**src/rtl/main_slave_loader_ctrl_if.sv**
```systemverilog
//------------------------------------------------------------------------------
// Module    : main_slave_loader_ctrl_if
// Brief     : Bus bundle between the loader controller and its environment:
//             preload byte stream, run control/status and the slave RAM port
//             of the HLS `main` accelerator.
// Revision  : 1.0 - initial release
//------------------------------------------------------------------------------
`default_nettype none

interface main_slave_loader_ctrl_if;
    // run control / status
    logic         run_go;
    logic         busy;
    logic         run_done;
    logic         timeout;
    logic [31:0]  cycle_count;
    logic [15:0]  load_checksum;

    // preload byte stream
    logic [7:0]   in_byte;
    logic         in_valid;
    logic         in_ready;

    // accelerator start/done
    logic         start_port;
    logic         done_port;

    // slave RAM port of `main`
    logic [1:0]   S_oe_ram;
    logic [1:0]   S_we_ram;
    logic [19:0]  S_addr_ram;
    logic [127:0] S_Wdata_ram;
    logic [13:0]  S_data_ram_size;
    logic [1:0]   Sout_DataRdy;
    logic [127:0] Sout_Rdata_ram;

    // controller side
    modport master (
        input  run_go, in_byte, in_valid, done_port, Sout_DataRdy, Sout_Rdata_ram,
        output in_ready, start_port, S_oe_ram, S_we_ram, S_addr_ram, S_Wdata_ram,
               S_data_ram_size, busy, run_done, timeout, cycle_count, load_checksum
    );

    // environment side (byte source, accelerator, host)
    modport slave (
        output run_go, in_byte, in_valid, done_port, Sout_DataRdy, Sout_Rdata_ram,
        input  in_ready, start_port, S_oe_ram, S_we_ram, S_addr_ram, S_Wdata_ram,
               S_data_ram_size, busy, run_done, timeout, cycle_count, load_checksum
    );
endinterface

`default_nettype wire

```
**src/rtl/main_slave_loader_ctrl.sv**
```systemverilog
//------------------------------------------------------------------------------
// Module    : main_slave_loader_ctrl
// Brief     : Preloads MEM_BYTES bytes from a valid/ready byte stream into the
//             `main` accelerator through its slave RAM port (32-bit packed
//             writes), pulses start_port, then measures the run length until
//             done_port or a timeout.
//             Optional build macro LOADER_CHECKSUM_EN: 16-bit sum of accepted
//             bytes on load_checksum plus one read-back of the word at
//             BASE_ADDR after completion.
// Revision  : 1.0 - initial release
//------------------------------------------------------------------------------
`default_nettype none

module main_slave_loader_ctrl #(
    parameter int          MEM_BYTES      = 256,
    parameter logic [9:0]  BASE_ADDR      = 10'd0,
    parameter logic [31:0] TIMEOUT_CYCLES = 32'd200000000
) (
    input  wire logic              clock,
    input  wire logic              reset,
    main_slave_loader_ctrl_if.master bus
);

    typedef enum logic [2:0] {
        S_IDLE  = 3'd0,
        S_FILL  = 3'd1,
        S_WRITE = 3'd2,
        S_START = 3'd3,
        S_RUN   = 3'd4,
        S_DONE  = 3'd5,
        S_TOUT  = 3'd6,
        S_READ  = 3'd7
    } state_t;

    localparam logic [10:0] c_mem_bytes = 11'(MEM_BYTES);

`ifdef LOADER_CHECKSUM_EN
    // completion first reads back the word at BASE_ADDR
    localparam state_t c_done_target = S_READ;
`else
    localparam state_t c_done_target = S_DONE;
`endif

    state_t       r_state;
    state_t       w_next;
    logic [10:0]  r_byte_cnt;
    logic [31:0]  r_pack;
    logic [31:0]  r_cnt;
    logic [31:0]  r_cycle_count;

    logic         w_accept;
    logic [10:0]  w_byte_cnt_nxt;
    logic [10:0]  w_last_idx;
    logic [9:0]   w_word_addr;
    logic [2:0]   w_lanes;
    logic [6:0]   w_wr_size;
    logic [31:0]  w_cnt_inc;
    logic         w_go;

    // handshake and bookkeeping helpers
    assign w_accept       = (r_state == S_FILL) && bus.in_valid;
    assign w_byte_cnt_nxt = r_byte_cnt + 11'd1;
    assign w_go           = bus.run_go &&
                            ((r_state == S_IDLE) || (r_state == S_DONE) || (r_state == S_TOUT));

    // The word being written holds the most recently accepted byte; its
    // first byte index is that byte's index rounded down to a multiple of 4.
    assign w_last_idx  = r_byte_cnt - 11'd1;
    assign w_word_addr = BASE_ADDR + {w_last_idx[9:2], 2'b00};
    assign w_lanes     = (r_byte_cnt[1:0] == 2'd0) ? 3'd4 : {1'b0, r_byte_cnt[1:0]};
    assign w_wr_size   = {1'b0, w_lanes, 3'b000};

    // run counter saturates instead of wrapping
    assign w_cnt_inc = (r_cnt == 32'hFFFF_FFFF) ? r_cnt : (r_cnt + 32'd1);

    // state register
    always_ff @(posedge clock or negedge reset) begin
        if (!reset) begin
            r_state <= S_IDLE;
        end else begin
            r_state <= w_next;
        end
    end

    // next-state decode
    always_comb begin
        w_next = r_state;
        case (r_state)
            S_IDLE, S_DONE, S_TOUT: begin
                if (bus.run_go) w_next = S_FILL;
            end
            S_FILL: begin
                if (w_accept && ((r_byte_cnt[1:0] == 2'd3) || (w_byte_cnt_nxt == c_mem_bytes)))
                    w_next = S_WRITE;
            end
            S_WRITE: begin
                if (bus.Sout_DataRdy[0])
                    w_next = (r_byte_cnt == c_mem_bytes) ? S_START : S_FILL;
            end
            S_START: begin
                if (bus.done_port)                    w_next = c_done_target;
                else if (TIMEOUT_CYCLES <= 32'd1)     w_next = S_TOUT;
                else                                  w_next = S_RUN;
            end
            S_RUN: begin
                // done wins over a timeout landing in the same cycle
                if (bus.done_port)                    w_next = c_done_target;
                else if (w_cnt_inc >= TIMEOUT_CYCLES) w_next = S_TOUT;
            end
`ifdef LOADER_CHECKSUM_EN
            S_READ: begin
                if (bus.Sout_DataRdy[0]) w_next = S_DONE;
            end
`endif
            default: w_next = S_IDLE;
        endcase
    end

    // output decode; every output is a function of registered state only
    always_comb begin
        bus.in_ready        = 1'b0;
        bus.start_port      = 1'b0;
        bus.S_oe_ram        = 2'b00;
        bus.S_we_ram        = 2'b00;
        bus.S_addr_ram      = 20'd0;
        bus.S_Wdata_ram     = 128'd0;
        bus.S_data_ram_size = 14'd0;
        bus.busy            = 1'b0;
        bus.run_done        = 1'b0;
        bus.timeout         = 1'b0;
        case (r_state)
            S_FILL: begin
                bus.in_ready = 1'b1;
                bus.busy     = 1'b1;
            end
            S_WRITE: begin
                bus.S_we_ram        = 2'b01;
                bus.S_addr_ram      = {10'd0, w_word_addr};
                bus.S_Wdata_ram     = {96'd0, r_pack};
                bus.S_data_ram_size = {7'd0, w_wr_size};
                bus.busy            = 1'b1;
            end
            S_START: begin
                bus.start_port = 1'b1;
                bus.busy       = 1'b1;
            end
            S_RUN: begin
                bus.busy = 1'b1;
            end
            S_DONE: begin
                bus.run_done = 1'b1;
            end
            S_TOUT: begin
                bus.run_done = 1'b1;
                bus.timeout  = 1'b1;
            end
`ifdef LOADER_CHECKSUM_EN
            S_READ: begin
                bus.S_oe_ram        = 2'b01;
                bus.S_addr_ram      = {10'd0, BASE_ADDR};
                bus.S_data_ram_size = 14'd32;
                bus.busy            = 1'b1;
            end
`endif
            default: ;
        endcase
    end

    // byte packing, run counter and captured run length
    always_ff @(posedge clock or negedge reset) begin
        if (!reset) begin
            r_byte_cnt    <= 11'd0;
            r_pack        <= 32'd0;
            r_cnt         <= 32'd0;
            r_cycle_count <= 32'd0;
        end else begin
            case (r_state)
                S_IDLE, S_DONE, S_TOUT: begin
                    if (w_go) begin
                        r_byte_cnt    <= 11'd0;
                        r_pack        <= 32'd0;
                        r_cnt         <= 32'd0;
                        r_cycle_count <= 32'd0;
                    end
                end
                S_FILL: begin
                    if (w_accept) begin
                        r_pack[8*r_byte_cnt[1:0] +: 8] <= bus.in_byte;
                        r_byte_cnt                     <= w_byte_cnt_nxt;
                    end
                end
                S_WRITE: begin
                    // empty lanes of the next word must read as zero
                    if (bus.Sout_DataRdy[0]) r_pack <= 32'd0;
                end
                S_START: begin
                    r_cnt <= 32'd1;
                    if (bus.done_port)                 r_cycle_count <= 32'd1;
                    else if (TIMEOUT_CYCLES <= 32'd1)  r_cycle_count <= TIMEOUT_CYCLES;
                end
                S_RUN: begin
                    r_cnt <= w_cnt_inc;
                    if (bus.done_port)                    r_cycle_count <= w_cnt_inc;
                    else if (w_cnt_inc >= TIMEOUT_CYCLES) r_cycle_count <= TIMEOUT_CYCLES;
                end
                default: ;
            endcase
        end
    end

    assign bus.cycle_count = r_cycle_count;

`ifdef LOADER_CHECKSUM_EN
    logic [15:0] r_checksum;
    logic [31:0] r_result;

    // running byte sum and read-back capture
    always_ff @(posedge clock or negedge reset) begin
        if (!reset) begin
            r_checksum <= 16'd0;
            r_result   <= 32'd0;
        end else begin
            if (w_go)
                r_checksum <= 16'd0;
            else if (w_accept)
                r_checksum <= r_checksum + {8'd0, bus.in_byte};
            if ((r_state == S_READ) && bus.Sout_DataRdy[0])
                r_result <= bus.Sout_Rdata_ram[31:0];
        end
    end

    assign bus.load_checksum = r_checksum;

    logic w_unused_ok;
    assign w_unused_ok = &{1'b0, w_last_idx[10], w_last_idx[1:0], bus.Sout_DataRdy[1],
                           bus.Sout_Rdata_ram[127:32], r_result};
`else
    assign bus.load_checksum = 16'd0;

    logic w_unused_ok;
    assign w_unused_ok = &{1'b0, w_last_idx[10], w_last_idx[1:0], bus.Sout_DataRdy[1],
                           bus.Sout_Rdata_ram};
`endif

endmodule

`default_nettype wire

```
**src/flat_wrapper.sv**
```systemverilog
// flat-port wrapper written by rule: the top's interface ports become plain ports
module main_slave_loader_ctrl_flat 
#(
    parameter int          MEM_BYTES      = 256,
    parameter logic [9:0]  BASE_ADDR      = 10'd0,
    parameter logic [31:0] TIMEOUT_CYCLES = 32'd200000000
)
  (clock, reset, bus_run_go, bus_in_byte, bus_in_valid, bus_done_port, bus_Sout_DataRdy, bus_Sout_Rdata_ram, bus_in_ready, bus_start_port, bus_S_oe_ram, bus_S_we_ram, bus_S_addr_ram, bus_S_Wdata_ram, bus_S_data_ram_size, bus_busy, bus_run_done, bus_timeout, bus_cycle_count, bus_load_checksum);
  main_slave_loader_ctrl_if bus_i ();
  input  wire logic clock;
  input  wire logic reset;
  input wire logic [$bits(bus_i.run_go)-1:0] bus_run_go;
  input wire logic [$bits(bus_i.in_byte)-1:0] bus_in_byte;
  input wire logic [$bits(bus_i.in_valid)-1:0] bus_in_valid;
  input wire logic [$bits(bus_i.done_port)-1:0] bus_done_port;
  input wire logic [$bits(bus_i.Sout_DataRdy)-1:0] bus_Sout_DataRdy;
  input wire logic [$bits(bus_i.Sout_Rdata_ram)-1:0] bus_Sout_Rdata_ram;
  output wire logic [$bits(bus_i.in_ready)-1:0] bus_in_ready;
  output wire logic [$bits(bus_i.start_port)-1:0] bus_start_port;
  output wire logic [$bits(bus_i.S_oe_ram)-1:0] bus_S_oe_ram;
  output wire logic [$bits(bus_i.S_we_ram)-1:0] bus_S_we_ram;
  output wire logic [$bits(bus_i.S_addr_ram)-1:0] bus_S_addr_ram;
  output wire logic [$bits(bus_i.S_Wdata_ram)-1:0] bus_S_Wdata_ram;
  output wire logic [$bits(bus_i.S_data_ram_size)-1:0] bus_S_data_ram_size;
  output wire logic [$bits(bus_i.busy)-1:0] bus_busy;
  output wire logic [$bits(bus_i.run_done)-1:0] bus_run_done;
  output wire logic [$bits(bus_i.timeout)-1:0] bus_timeout;
  output wire logic [$bits(bus_i.cycle_count)-1:0] bus_cycle_count;
  output wire logic [$bits(bus_i.load_checksum)-1:0] bus_load_checksum;
  assign bus_i.run_go = bus_run_go;
  assign bus_i.in_byte = bus_in_byte;
  assign bus_i.in_valid = bus_in_valid;
  assign bus_i.done_port = bus_done_port;
  assign bus_i.Sout_DataRdy = bus_Sout_DataRdy;
  assign bus_i.Sout_Rdata_ram = bus_Sout_Rdata_ram;
  assign bus_in_ready = bus_i.in_ready;
  assign bus_start_port = bus_i.start_port;
  assign bus_S_oe_ram = bus_i.S_oe_ram;
  assign bus_S_we_ram = bus_i.S_we_ram;
  assign bus_S_addr_ram = bus_i.S_addr_ram;
  assign bus_S_Wdata_ram = bus_i.S_Wdata_ram;
  assign bus_S_data_ram_size = bus_i.S_data_ram_size;
  assign bus_busy = bus_i.busy;
  assign bus_run_done = bus_i.run_done;
  assign bus_timeout = bus_i.timeout;
  assign bus_cycle_count = bus_i.cycle_count;
  assign bus_load_checksum = bus_i.load_checksum;
  main_slave_loader_ctrl #(.MEM_BYTES(MEM_BYTES), .BASE_ADDR(BASE_ADDR), .TIMEOUT_CYCLES(TIMEOUT_CYCLES)) u_core (.clock(clock), .reset(reset), .bus(bus_i));
endmodule
```
**config.mk**
```make
export PLATFORM = sky130hd
export DESIGN_NAME = main_slave_loader_ctrl_flat
export DESIGN_NICKNAME = d
export VERILOG_FILES = /design/src/rtl/main_slave_loader_ctrl_if.sv /design/src/rtl/main_slave_loader_ctrl.sv /design/src/flat_wrapper.sv
export SDC_FILE = /design/constraint.sdc
export NUM_CORES = 1
export LEC_CHECK = 0
export CORE_MARGIN = 3
export CORE_UTILIZATION = 38
export CTS_CLUSTER_DIAMETER = 100
export CTS_CLUSTER_SIZE = 12
export DETAILED_ROUTE_END_ITERATION = 12
export PLACE_DENSITY = 0.83
export SKIP_CTS_REPAIR_TIMING = 1
export SLEW_MARGIN = 10
export SYNTH_ARGS = -nofsm -noshare
export SYNTH_HDL_FRONTEND = slang
export SYNTH_SLANG_ARGS = --single-unit
```
**constraint.sdc**
```tcl
create_clock -name clock -period 2.6 [get_ports clock]
set_clock_uncertainty 0.1 [all_clocks]
set_input_delay 0.65 -clock clock [delete_from_list [all_inputs] [get_ports clock]]
set_output_delay 0.65 -clock clock [all_outputs]
set_load 0.1 [all_outputs]
```
* Word-level counts from Yosys, hierarchy flattened
Index checks and enable logic that the tools add are counted.
** Storage, ports and cells
- Register bits :: 110
- Input port bits :: 143
- Output and inout port bits :: 219
- Logic and storage cells :: 80
** Cells by class
- $add $sub $neg :: 4
- Magnitude comparators :: 1
- Equal/unequal tests :: 17
- Shifts and indexed selects :: 2
- Muxes and demuxes :: 32
- Reduce and logical (&&, ||, !) cells :: 19
** Operators by type and width (number)
- $pmux 32 s3 :: 3
- $mux 32 :: 8
- $neg 5->34 :: 1
- $shift 8x34->32 const A :: 1
- $shiftx 8x34->32 :: 1
- $add 32x1->32 const B :: 1
- $bwmux 32 :: 1
- $eq 32x32->1 const B :: 1
- $ge 32x28->1 const B :: 1
- $eq 11x9->1 const B :: 2
- $mux 11 :: 2
- $pmux 11 s2 :: 1
- $mux 3 :: 6
- $pmux 3 s5 :: 1
- $reduce_and 4->1 :: 3
- $add 11x1->11 const B :: 1
- $mux 10 :: 1
- $sub 10x1->10 const B :: 1
- $eq 3x3->1 const B :: 3
- $ne 2x2->1 const B :: 4
- $mux 1 :: 7
- $eq 3x2->1 const B :: 2
- $mux 6 :: 1
- $reduce_bool 3->1 :: 2
- 15 further kinds :: 20

* Logic depth before layout (Yosys ltp)
Gate-level depths: netlist of the first run.
- Depth in word-level cells :: 6
- Depth in mapped cells :: 11

* Worst setup path after synthesis of the first run
Ideal clock, no wire load.
- Path type :: reg-to-reg
- Start :: reg u_core.r_state[2]
- End :: reg u_core.r_cycle_count[15] (netlist: u_core.bus.cycle_count[15])
- Library setup time :: 0.135 ns
- Data arrival time :: 4.301 ns
- Setup slack :: -1.936 ns
- Stages on the path, launching flop included :: 11
- Path buffers :: 2
- Clock period less this slack :: 4.536 ns
- Cell sequence :: dfrtp_1 > clkbuf_1 > clkinv_1 > nor3_1 > o21a_1 > or3_1 > o21ai_1 > nand4b_1 > clkbuf_1 > o221ai_1 > o41ai_1
** Between the ends
- Cells in the longest elaborated chain, start to end :: 6
- Elaborated cells between the ends (all ways) :: 15
- Classes of those cells :: 7 x eq/ne; 1 x mux; 7 x reduce/logical
** RTL lines
- start, declared :: line main_slave_loader_ctrl.sv:44 : state_t r_state;
- start signal, assigned :: line main_slave_loader_ctrl.sv:81 : r_state <= w_next;
- $eq 3x3->1 or $logic_not 3->1 (tied branches) :: line main_slave_loader_ctrl.sv:64, main_slave_loader_ctrl.sv:177
- $logic_or 1x1->1 (2 in series) :: line main_slave_loader_ctrl.sv:64 : ((r_state == S_IDLE) || (r_state == S_DONE) || (r_state == S_TOUT));
- $logic_and 1x1->1 :: line main_slave_loader_ctrl.sv:63 : assign w_go = bus.run_go &&
- $ne 2x1->1 (no source line)
- $reduce_and 4->1 (no source line)
- end signal, assigned :: line main_slave_loader_ctrl.sv:203 : if (bus.done_port) r_cycle_count <= w_cnt_inc;
- end, declared :: line main_slave_loader_ctrl.sv:49 : logic [31:0] r_cycle_count;
Parallel ways exist; a longest one is shown, timed or not.
A chain may end at the register's enable or synchronous reset.

* Worst setup path in the final report of the first run
- Start :: reg u_core.r_cnt[28]
- End :: reg u_core.r_cycle_count[19] (netlist: u_core.bus.cycle_count[19])
** Between the ends
- Cells in the longest elaborated chain, start to end :: 5
- Elaborated cells between the ends (all ways) :: 8
- Classes of those cells :: 1 x add/sub; 1 x order compare; 2 x eq/ne; 3 x mux; 1 x reduce/logical
** RTL lines
- start, declared :: line main_slave_loader_ctrl.sv:48 : logic [31:0] r_cnt;
- start signal, assigned :: line main_slave_loader_ctrl.sv:202 : r_cnt <= w_cnt_inc;
- $add 32x1->32 or $eq 32x32->1 (tied branches) :: line main_slave_loader_ctrl.sv:74 : assign w_cnt_inc = (r_cnt == 32'hFFFF_FFFF) ? r_cnt : (r_cnt + 32'd1);
- $mux 32 (*) :: line main_slave_loader_ctrl.sv:74
- $ge 32x28->1 :: line main_slave_loader_ctrl.sv:204 : else if (w_cnt_inc >= TIMEOUT_CYCLES) r_cycle_count <= TIMEOUT_CYCLES;
- $ne 3x2->1 (no source line)
- $reduce_and 4->1 (no source line)
Mark *: on every way between the ends. The rest lies on a longest branch, timed or not.

==> impl_metrics.tcl, run 1 <==
set metrics [dict create \
    ys_types 67 \
    clockRootBuffer "clkbuf_16" \
    cts.sinks 110 \
    drv_cap 0 \
    critPathCaptureType "flip-flop" \
    antenna_found_initial 0 \
    diodes 0 \
    worst_slack_ns -0.339 \
    slowest_delay_ns 0.56 \
    r2r_cells 11 \
    postRouteWirelength_mm 24.3 \
    cts_tree "done" \
    violations "negative setup slack" \
    setup_violations 36 \
    hpwlAfterDp_mm 16.5 \
    status "finished with violations" \
    min_period_ns 2.94 \
    die-area_um2 22100 \
    ys_ff_latch 110 \
    die_width_um 149 \
    pre_cts_ws_ns -0.427 \
    async_flop_share_pct 100 \
    vias 7482 \
    syn_inst 953 \
    arrival_ns 3.12 \
    grt_pass1_wl_mm 34.2 \
    wl_per_cell_um 17.0 \
    coreArea_um2 19700 \
    insertion_delay_ns 0.38 \
    endpoint "u_core.bus.cycle_count[19]$_DFFE_PN0P_" \
    p_sw_w 0.00480 \
    rrSetupSlack_ns -0.34 \
    start_kind "flip-flop" \
    p_sw_share_pct 54.1 \
    total_power_w 0.00886 \
    vdd.ir_drop.worst_mv 0.406 \
    hold_ws_ns 0.228 \
    first_iter_violations 661 \
    die_y_um 149 \
    pwr_density_cell_nw_per_um2 816 \
    worstPathRequired_ns 2.78 \
    synth_top_area_cell "dfrtp_1" \
    rsz0062_at_grt "yes" \
    grt_pass1_vias 6715 \
    port_buffers 94 \
    crit_type "flip-flop to flip-flop" \
    yosysTopAreaCellShare_pct 35.5 \
    setup.worst_path.start "u_core.r_cnt[28]$_DFFE_PN0P_" \
    hold_class "input port to async pin" \
    grtUsageTotal_pct 19.0 \
    synth_most_common_cell "nand2_1" \
    drv_slew 0 \
    crit_chain "nand4_1 -> buf_4 -> or4_4 -> o2111ai_4 -> xor2_2 -> o211ai_1 -> nor3_4 -> buf_6 -> buf_6 -> o221ai_1 -> o31ai_1" \
    regToRegEndpoint "u_core.bus.cycle_count[19]$_DFFE_PN0P_" \
    cp_common_cell "buf_6" \
    cp_max_fo 12 \
    grt_max_degree 111 \
    synth_common_cells "nand2_1 (152), buf_4 (140), dfrtp_1 (110)" \
    finalHoldViolCount 0 \
    dpl_cell_area_um2 9900 \
    worst_pin_slew_ns 0.891 \
    synth_ff_type "dfrtp_1" \
    synth_warnings 0 \
    ant_nets 0 \
    synth_area_leaders "dfrtp_1 (36%), buf_4 (14%), nand2_1 (7.4%), o21ai_0 (5.4%), nor2_1 (3.1%)" \
    final_layout_size_suffix_gt1_share_pct 33.0 \
    cts_buffers 9 \
    fmax_mhz 340 \
    synth_area_um2 7740 \
    reg2reg_from "u_core.r_cnt[28]$_DFFE_PN0P_" \
    cp_slowest_cell "or4_4" \
    avgViaCountPerCell 5.23 \
    power.internal_w 0.00407 \
    period_share_pct 113 \
    cp.depth 11 \
    leakage_nw 4.82 \
    path_buf_inv 3 \
    cts.htree.levels 3 \
    clk_pin_slew_ns 0.09 \
    syn2layout_area_growth_pct 40.3 \
    final_cell_area_um2 10900 \
    syn_area_per_cell_um2 8.13 \
    crit_family "simple AND/OR/NAND/NOR gates" \
    placementRows 51 \
    synth_edf_count 0 \
    pin_count 362 \
    dr.pass1.iters 6 \
    clockBufferDepth 2 \
    fin_nets 1309 \
    clkPwrFrac_pct 16.3 \
    tns_ns -9.87 \
    initial_core_util_pct 39.3 \
    yosysSeqAreaShare_pct 35.5 \
    slew_headroom_pct 40.4 \
    gp_routability_congestion 0.929 \
    pwr-share-seq_pct 24.2 \
    p_comb_share_pct 59.5 \
    grt-ovfl-total 0 \
    post-route-drc-count 0 \
]
## layer usage
metal	routed length, µm	GRT usage (%)
met1	9460	24.5
met2	12500	32.7
met3	1910	3.59
met5	0	0
met4	438	5.35
## cell usage in the layout, fill, tap and decap left out, types with 19 or more instances in the layout
| cell | instances |
|---|---|
| xnor2_1 | 19 |
| a21oi_1 | 36 |
| conb_1 | 138 |
| and2_2 | 27 |
| nor2_1 | 54 |
| nand3_1 | 21 |
| buf_12 | 54 |
| buf_4 | 174 |
| dfrtp_1 | 100 |
| o21ai_0 | 84 |
| nand2_1 | 151 |
## final cells by class
class / count / area, µm²
Fill cell: 1625 / 8850
Multi-Input combinational cell: 776 / 4720
Sequential cell: 110 / 2770
Timing Repair Buffer: 252 / 2670
Tap cell: 265 / 332
Clock buffer: 9 / 225
Clock inverter: 7 / 83.8
Inverter: 11 / 71.3
## registers in the layout (all words and copies together), names as in the netlist
name                    count
u_core.r_byte_cnt          11
u_core.r_state              3
u_core.bus.cycle_count     32
u_core.r_cnt               32
u_core.r_pack              32
## worst min path at each step
stage                                                  to                           from
finish                      u_core.r_pack[26]$_DFFE_PN0P_                          reset
detailed placement           u_core.r_pack[6]$_DFFE_PN0P_   u_core.r_pack[6]$_DFFE_PN0P_
global route                u_core.r_pack[26]$_DFFE_PN0P_                          reset
CTS                         u_core.r_state[1]$_DFFE_PN0P_                          reset
floorplan           u_core.bus.cycle_count[0]$_DFFE_PN0P_                          reset
global placement            u_core.r_pack[17]$_DFFE_PN0P_  u_core.r_pack[17]$_DFFE_PN0P_
## power groups by stage
stage                     Clock (W)  Sequential, W  Combinational (W)
final                       0.00145        0.00214            0.00527
after global routing        0.00154        0.00216            0.00551
after CTS                   0.00147        0.00212            0.00479
after detailed placement          0        0.00215            0.00477
after global placement            0        0.00214            0.00470
after floorplan                   0        0.00285            0.00297
## through the flow
step	instances	utilization (%)
after floorplan	1090	-
after global routing	1430	55.1
after global placement	1384	50.2
after detailed placement	1384	50.2
final	1430	55.1
after CTS	1400	51.8
## worst reg2reg max path, delay by kind of cell (launching register included)
family	cells	cell delay [ns]
flip-flops	1	0.40
buffers and inverters	3	0.51
AND/OR/NAND/NOR	3	0.92
AO/OA/AOI/OAI	4	0.67
XOR/XNOR	1	0.23
## logic make-up after synthesis
family | after synthesis | share of synthesized area [%]
fa+ha+maj | 7 | 1.10
buf+inv | 206 | 17.3
simple gates | 369 | 23.5
other cells | 1 | 0.0484
xor+xnor | 43 | 4.96
flops | 110 | 35.5
mux | 1 | 0.129
compound gates | 216 | 17.4
(Power assumes the default switching activity.)
==> run 2, diff against run 1 <==
--- a/config.mk
+++ b/config.mk
@@ -10,7 +10,7 @@
 export CTS_CLUSTER_DIAMETER = 100
 export CTS_CLUSTER_SIZE = 12
 export DETAILED_ROUTE_END_ITERATION = 12
-export PLACE_DENSITY = 0.83
+export PLACE_DENSITY_LB_ADDON = 0.2
 export SKIP_CTS_REPAIR_TIMING = 1
 export SLEW_MARGIN = 10
 export SYNTH_ARGS = -nofsm -noshare
==> impl_metrics.tcl, run 2 (synthesis gave the netlist of run 1 again) <==
set metrics [dict create \
    placementRows 51 \
    nFillCells 1785 \
    p_comb_share_pct 58.8 \
    first_iter_violations 353 \
    vdd.ir_drop.worst_mv 0.380 \
    final_cell_mix "buf_4 (177), nand2_1 (150), conb_1 (138)" \
    wl_per_cell_um 15.8 \
    coreArea_um2 19700 \
    worst_slack_ns -0.280 \
    pre_cts_ws_ns -0.316 \
    cts.htree.levels 3 \
    die-area_um2 22100 \
    fmax_mhz 347 \
    grtUsageTotal_pct 18.8 \
    period_share_pct 111 \
    pwr_density_cell_nw_per_um2 803 \
    cts.sinks 110 \
    finalHoldViolCount 0 \
    arrival_ns 3.01 \
    critPathCaptureType "flip-flop" \
    pwr-share-seq_pct 24.3 \
    pin_count 362 \
    final_common_cell "buf_4" \
    fin_nets 1312 \
    use_met3_pct 2.77 \
    p_sw_w 0.00465 \
    grt_pass1_wl_mm 33.9 \
    hold_class "input port to async pin" \
    postRouteWirelength_mm 22.7 \
    initial_core_util_pct 39.3 \
    syn2layout_area_growth_pct 40.7 \
    cts_tree "done" \
    clockRootBuffer "clkbuf_16" \
    top_usage_layer "met2" \
    ant_nets 0 \
    grt_max_degree 50 \
    hpwlAfterDp_mm 16.2 \
    power.internal_w 0.00410 \
    clockBufferDepth 2 \
    antenna_found_initial 0 \
    p_sw_share_pct 53.1 \
    grt_pass1_vias 6395 \
    crit_type "flip-flop to flip-flop" \
    dr.pass1.iters 6 \
    clkPwrFrac_pct 16.9 \
    avgViaCountPerCell 4.95 \
    fin_util_pct 55.3 \
    status "finished with violations" \
    setup_violations 33 \
    leakage_nw 4.83 \
    die_width_um 149 \
    diodes 0 \
    grt-ovfl-total 0 \
    worst_pin_slew_ns 0.790 \
    post-route-drc-count 0 \
    rsz0062_at_grt "yes" \
    cp_max_fo 7 \
    tns_ns -8.33 \
    clk_pin_slew_ns 0.08 \
    port_buffers 94 \
    die_y_um 149 \
    drv_slew 0 \
    min_period_ns 2.88 \
    met1_usage_pct 26.5 \
    gp_routability_congestion 0.910 \
    slew_headroom_pct 47.2 \
    final_layout_size_suffix_gt1_share_pct 33.6 \
    worstPathRequired_ns 2.73 \
    vias 7092 \
    cts_buffers 9 \
    insertion_delay_ns 0.36 \
    grtUsageMet2_pct 31.0 \
    start_kind "flip-flop" \
    violations "negative setup slack" \
    drv_cap 0 \
]
[run 2: cell types whose count changed in the layout (fill, tap and decap cells not counted), moves of 2 or more]
cell | before | now
inv_8 | 3 | 1
xnor2_2 | 6 | 4
o31ai_2 | 0 | 2
buf_6 | 10 | 8
nand3_2 | 0 | 2
o31ai_1 | 18 | 16
clkinv_8 | 3 | 1
nand3_4 | 3 | 1
o21ai_0 | 84 | 82
o21ai_2 | 6 | 8
buf_4 | 174 | 177
clkinvlp_4 | 2 | 4
[run 2: cell type report]
| class | count | area (µm²) | share of cell area (%) |
|---|---|---|---|
| Multi-Input combinational cell | 776 | 4710 | 43.3 |
| Timing Repair Buffer | 255 | 2710 | 24.9 |
| Sequential cell | 110 | 2770 | 25.4 |
| Inverter | 11 | 71.3 | 0.654 |
| Clock inverter | 7 | 78.8 | 0.723 |
| Tap cell | 265 | 332 | 3.04 |
| Clock buffer | 9 | 225 | 2.07 |
[run 2: power by group through the flow]
stage | sequential [W] | clock [W] | combinational (W)
detailed placement | 0.00214 | 0 | 0.00483
finish | 0.00213 | 0.00148 | 0.00515
global route | 0.00215 | 0.00157 | 0.00543
floorplan | 0.00285 | 0 | 0.00297
CTS | 0.00211 | 0.00151 | 0.00483
global placement | 0.00213 | 0 | 0.00481
[run 2: final timing paths]
kind	from	end	slack, ns	cells past startpoint
max in group asynchronous	reset	u_core.r_pack[31]$_DFFE_PN0P_	1.54	2
min reg2reg	u_core.r_pack[28]$_DFFE_PN0P_	u_core.r_pack[28]$_DFFE_PN0P_	0.37	2
min in group clock	u_core.r_pack[28]$_DFFE_PN0P_	u_core.r_pack[28]$_DFFE_PN0P_	0.37	2
max reg2reg	u_core.r_cnt[20]$_DFFE_PN0P_	u_core.bus.cycle_count[15]$_DFFE_PN0P_	-0.28	8
min	reset	u_core.r_pack[29]$_DFFE_PN0P_	0.15	1
max	u_core.r_cnt[20]$_DFFE_PN0P_	u_core.bus.cycle_count[15]$_DFFE_PN0P_	-0.28	8
[run 2: per-stage QoR]
stage / cells / cell area (µm²) / power (W) / hold slack (ns)
3_5_place_dp: 1396 / 10000 / 0.00697 / 0.363
3_3_place_gp: 1396 / 10000 / 0.00694 / 0.354
4_1_cts: 1412 / 10300 / 0.00845 / 0.157
2_1_floorplan: 1090 / 8580 / 0.00582 / 0.254
6_report: 1433 / 10900 / 0.00875 / 0.147
5_1_grt: 1433 / 10900 / 0.00916 / 0.182
[run 2: critical path, cell delays in order (launching register included)]
cell and delay [ns]:
dfrtp_1 0.35, nand4_1 0.19, or4_4 0.63, o2111a_2 0.33, a311o_1 0.27, and3_4 0.16, a41oi_4 0.35, and2_4 0.29
o41ai_2 0.08
[run 2: per-layer routing]
metal  routed length (µm)  vias up
li1                     -     3453
met1                10000     3367
met2                11000      251
met3                 1360       21
met4                  212        0
met5                    0        -
==> run 3, diff against run 2 <==
--- a/config.mk
+++ b/config.mk
@@ -10,6 +10,7 @@
 export CTS_CLUSTER_DIAMETER = 100
 export CTS_CLUSTER_SIZE = 12
 export DETAILED_ROUTE_END_ITERATION = 12
+export MAX_ROUTING_LAYER = met4
 export PLACE_DENSITY_LB_ADDON = 0.2
 export SKIP_CTS_REPAIR_TIMING = 1
 export SLEW_MARGIN = 10
==> impl_metrics.tcl, run 3 (synthesis gave the netlist of run 1 again) <==
set metrics [dict create \
    min_period_ns 2.88 \
    cp_max_fo 7 \
    nFillCells 1786 \
    grt_pass1_wl_mm 33.9 \
    slew_headroom_pct 46.4 \
    clockBufferDepth 2 \
    stdcell_count 1433 \
    r2r_cells 8 \
    rsz0062_at_grt "yes" \
    antenna_found_initial 0 \
    pre_cts_ws_ns -0.316 \
    setup_violations 33 \
    cts_buffers 9 \
    worst_pin_slew_ns 0.801 \
    cts.htree.levels 3 \
    gp_routability_congestion 0.925 \
    dr.pass1.iters 5 \
    ant_nets 0 \
    coreArea_um2 19700 \
    first_iter_violations 354 \
    drv_cap 0 \
    cts_tree "done" \
    grt-ovfl-total 0 \
    final_cell_mix "buf_4 (177), nand2_1 (150), conb_1 (138)" \
    worstPathRequired_ns 2.73 \
    worst_slack_ns -0.279 \
    dp.cells 1396 \
    wl_per_cell_um 15.8 \
    cp_slowest_cell "or4_4" \
    fmax_mhz 347 \
    die-area_um2 22100 \
    syn2layout_area_growth_pct 40.7 \
    vdd.ir_drop.worst_mv 0.381 \
    diodes 0 \
    critPathCaptureType "flip-flop" \
    final_layout_size_suffix_gt1_share_pct 33.6 \
    post-route-drc-count 0 \
    cts.sinks 110 \
    drv_slew 0 \
    total_power_w 0.00875 \
    port_buffers 94 \
    period_share_pct 111 \
    hpwlAfterDp_mm 16.2 \
    pwr_density_cell_nw_per_um2 803 \
    clockRootBuffer "clkbuf_16" \
    final_common_cell "buf_4" \
    postRouteWirelength_mm 22.6 \
    crit_chain "nand4_1 -> or4_4 -> o2111a_2 -> a311o_1 -> and3_4 -> a41oi_4 -> and2_4 -> o41ai_2" \
    pin_count 362 \
    grtUsageTotal_pct 19.3 \
    status "finished with violations" \
    avgViaCountPerCell 4.93 \
    initial_core_util_pct 39.3 \
    fin_nets 1312 \
    crit_type "flip-flop to flip-flop" \
    leakage_nw 4.83 \
    vias 7059 \
    slowest_delay_ns 0.63 \
    finalHoldViolCount 0 \
    clk_pin_slew_ns 0.08 \
    hold_class "input port to async pin" \
    insertion_delay_ns 0.36 \
    grt_pass1_vias 6385 \
    start_kind "flip-flop" \
    grt_max_degree 50 \
    arrival_ns 3.01 \
    placementRows 51 \
    die_y_um 149 \
    violations "negative setup slack" \
    tns_ns -8.28 \
    die_width_um 149 \
]
[run 3: cell counts in the layout (fill, tap and decap cells not counted)]
Identical to the previous run, type by type.
[run 3: area by class of cell]
type	count	area, µm²	area share [%]
flip-flops and latches	110	2770	25.4
clock inverters	7	78.8	0.723
well taps	265	332	3.04
repair buffers	255	2710	24.9
multi-input cells	776	4710	43.3
clock buffers	9	225	2.07
inverters	11	71.3	0.654
[run 3: metal layers]
metal	global-route usage [%]	part of all wire, %	up-vias
li1	-	-	3452
met1	26.5	44	3350
met2	31.0	49	235
met3	2.77	5.7	22
met4	3.94	1.0	0
met5	-	0	-
[run 3: path summary, 6_finish.rpt]
| kind | endpoint | start | slack [ns] |
|---|---|---|---|
| min in group clock | u_core.r_pack[28]$_DFFE_PN0P_ | u_core.r_pack[28]$_DFFE_PN0P_ | 0.37 |
| max | u_core.bus.cycle_count[15]$_DFFE_PN0P_ | u_core.r_cnt[21]$_DFFE_PN0P_ | -0.28 |
| min reg2reg | u_core.r_pack[28]$_DFFE_PN0P_ | u_core.r_pack[28]$_DFFE_PN0P_ | 0.37 |
| max in group asynchronous | u_core.r_pack[31]$_DFFE_PN0P_ | reset | 1.54 |
| max reg2reg | u_core.bus.cycle_count[15]$_DFFE_PN0P_ | u_core.r_cnt[21]$_DFFE_PN0P_ | -0.28 |
| min | u_core.r_pack[29]$_DFFE_PN0P_ | reset | 0.15 |
[run 3: worst max-delay path, delay by kind of cell, from the launching register on]
kind | cells | cell delay [ns]
compound gates | 4 | 1.03
flops | 1 | 0.36
simple gates | 4 | 1.26
[run 3: report_power, final]
| group | internal (W) | switching (W) |
|---|---|---|
| combinational | 0.00140 | 0.00375 |
| clock | 0.000762 | 0.000716 |
| sequential | 0.00194 | 0.000188 |
[run 3: per-stage QoR]
stage               hold WS, ns  utilization (%)  area [µm²]
floorplan                 0.254                -        8580
global placement          0.354             50.7       10000
detailed placement        0.363             50.7       10000
CTS                       0.157             52.3       10300
global route              0.183             55.3       10900
finish                    0.146             55.3       10900
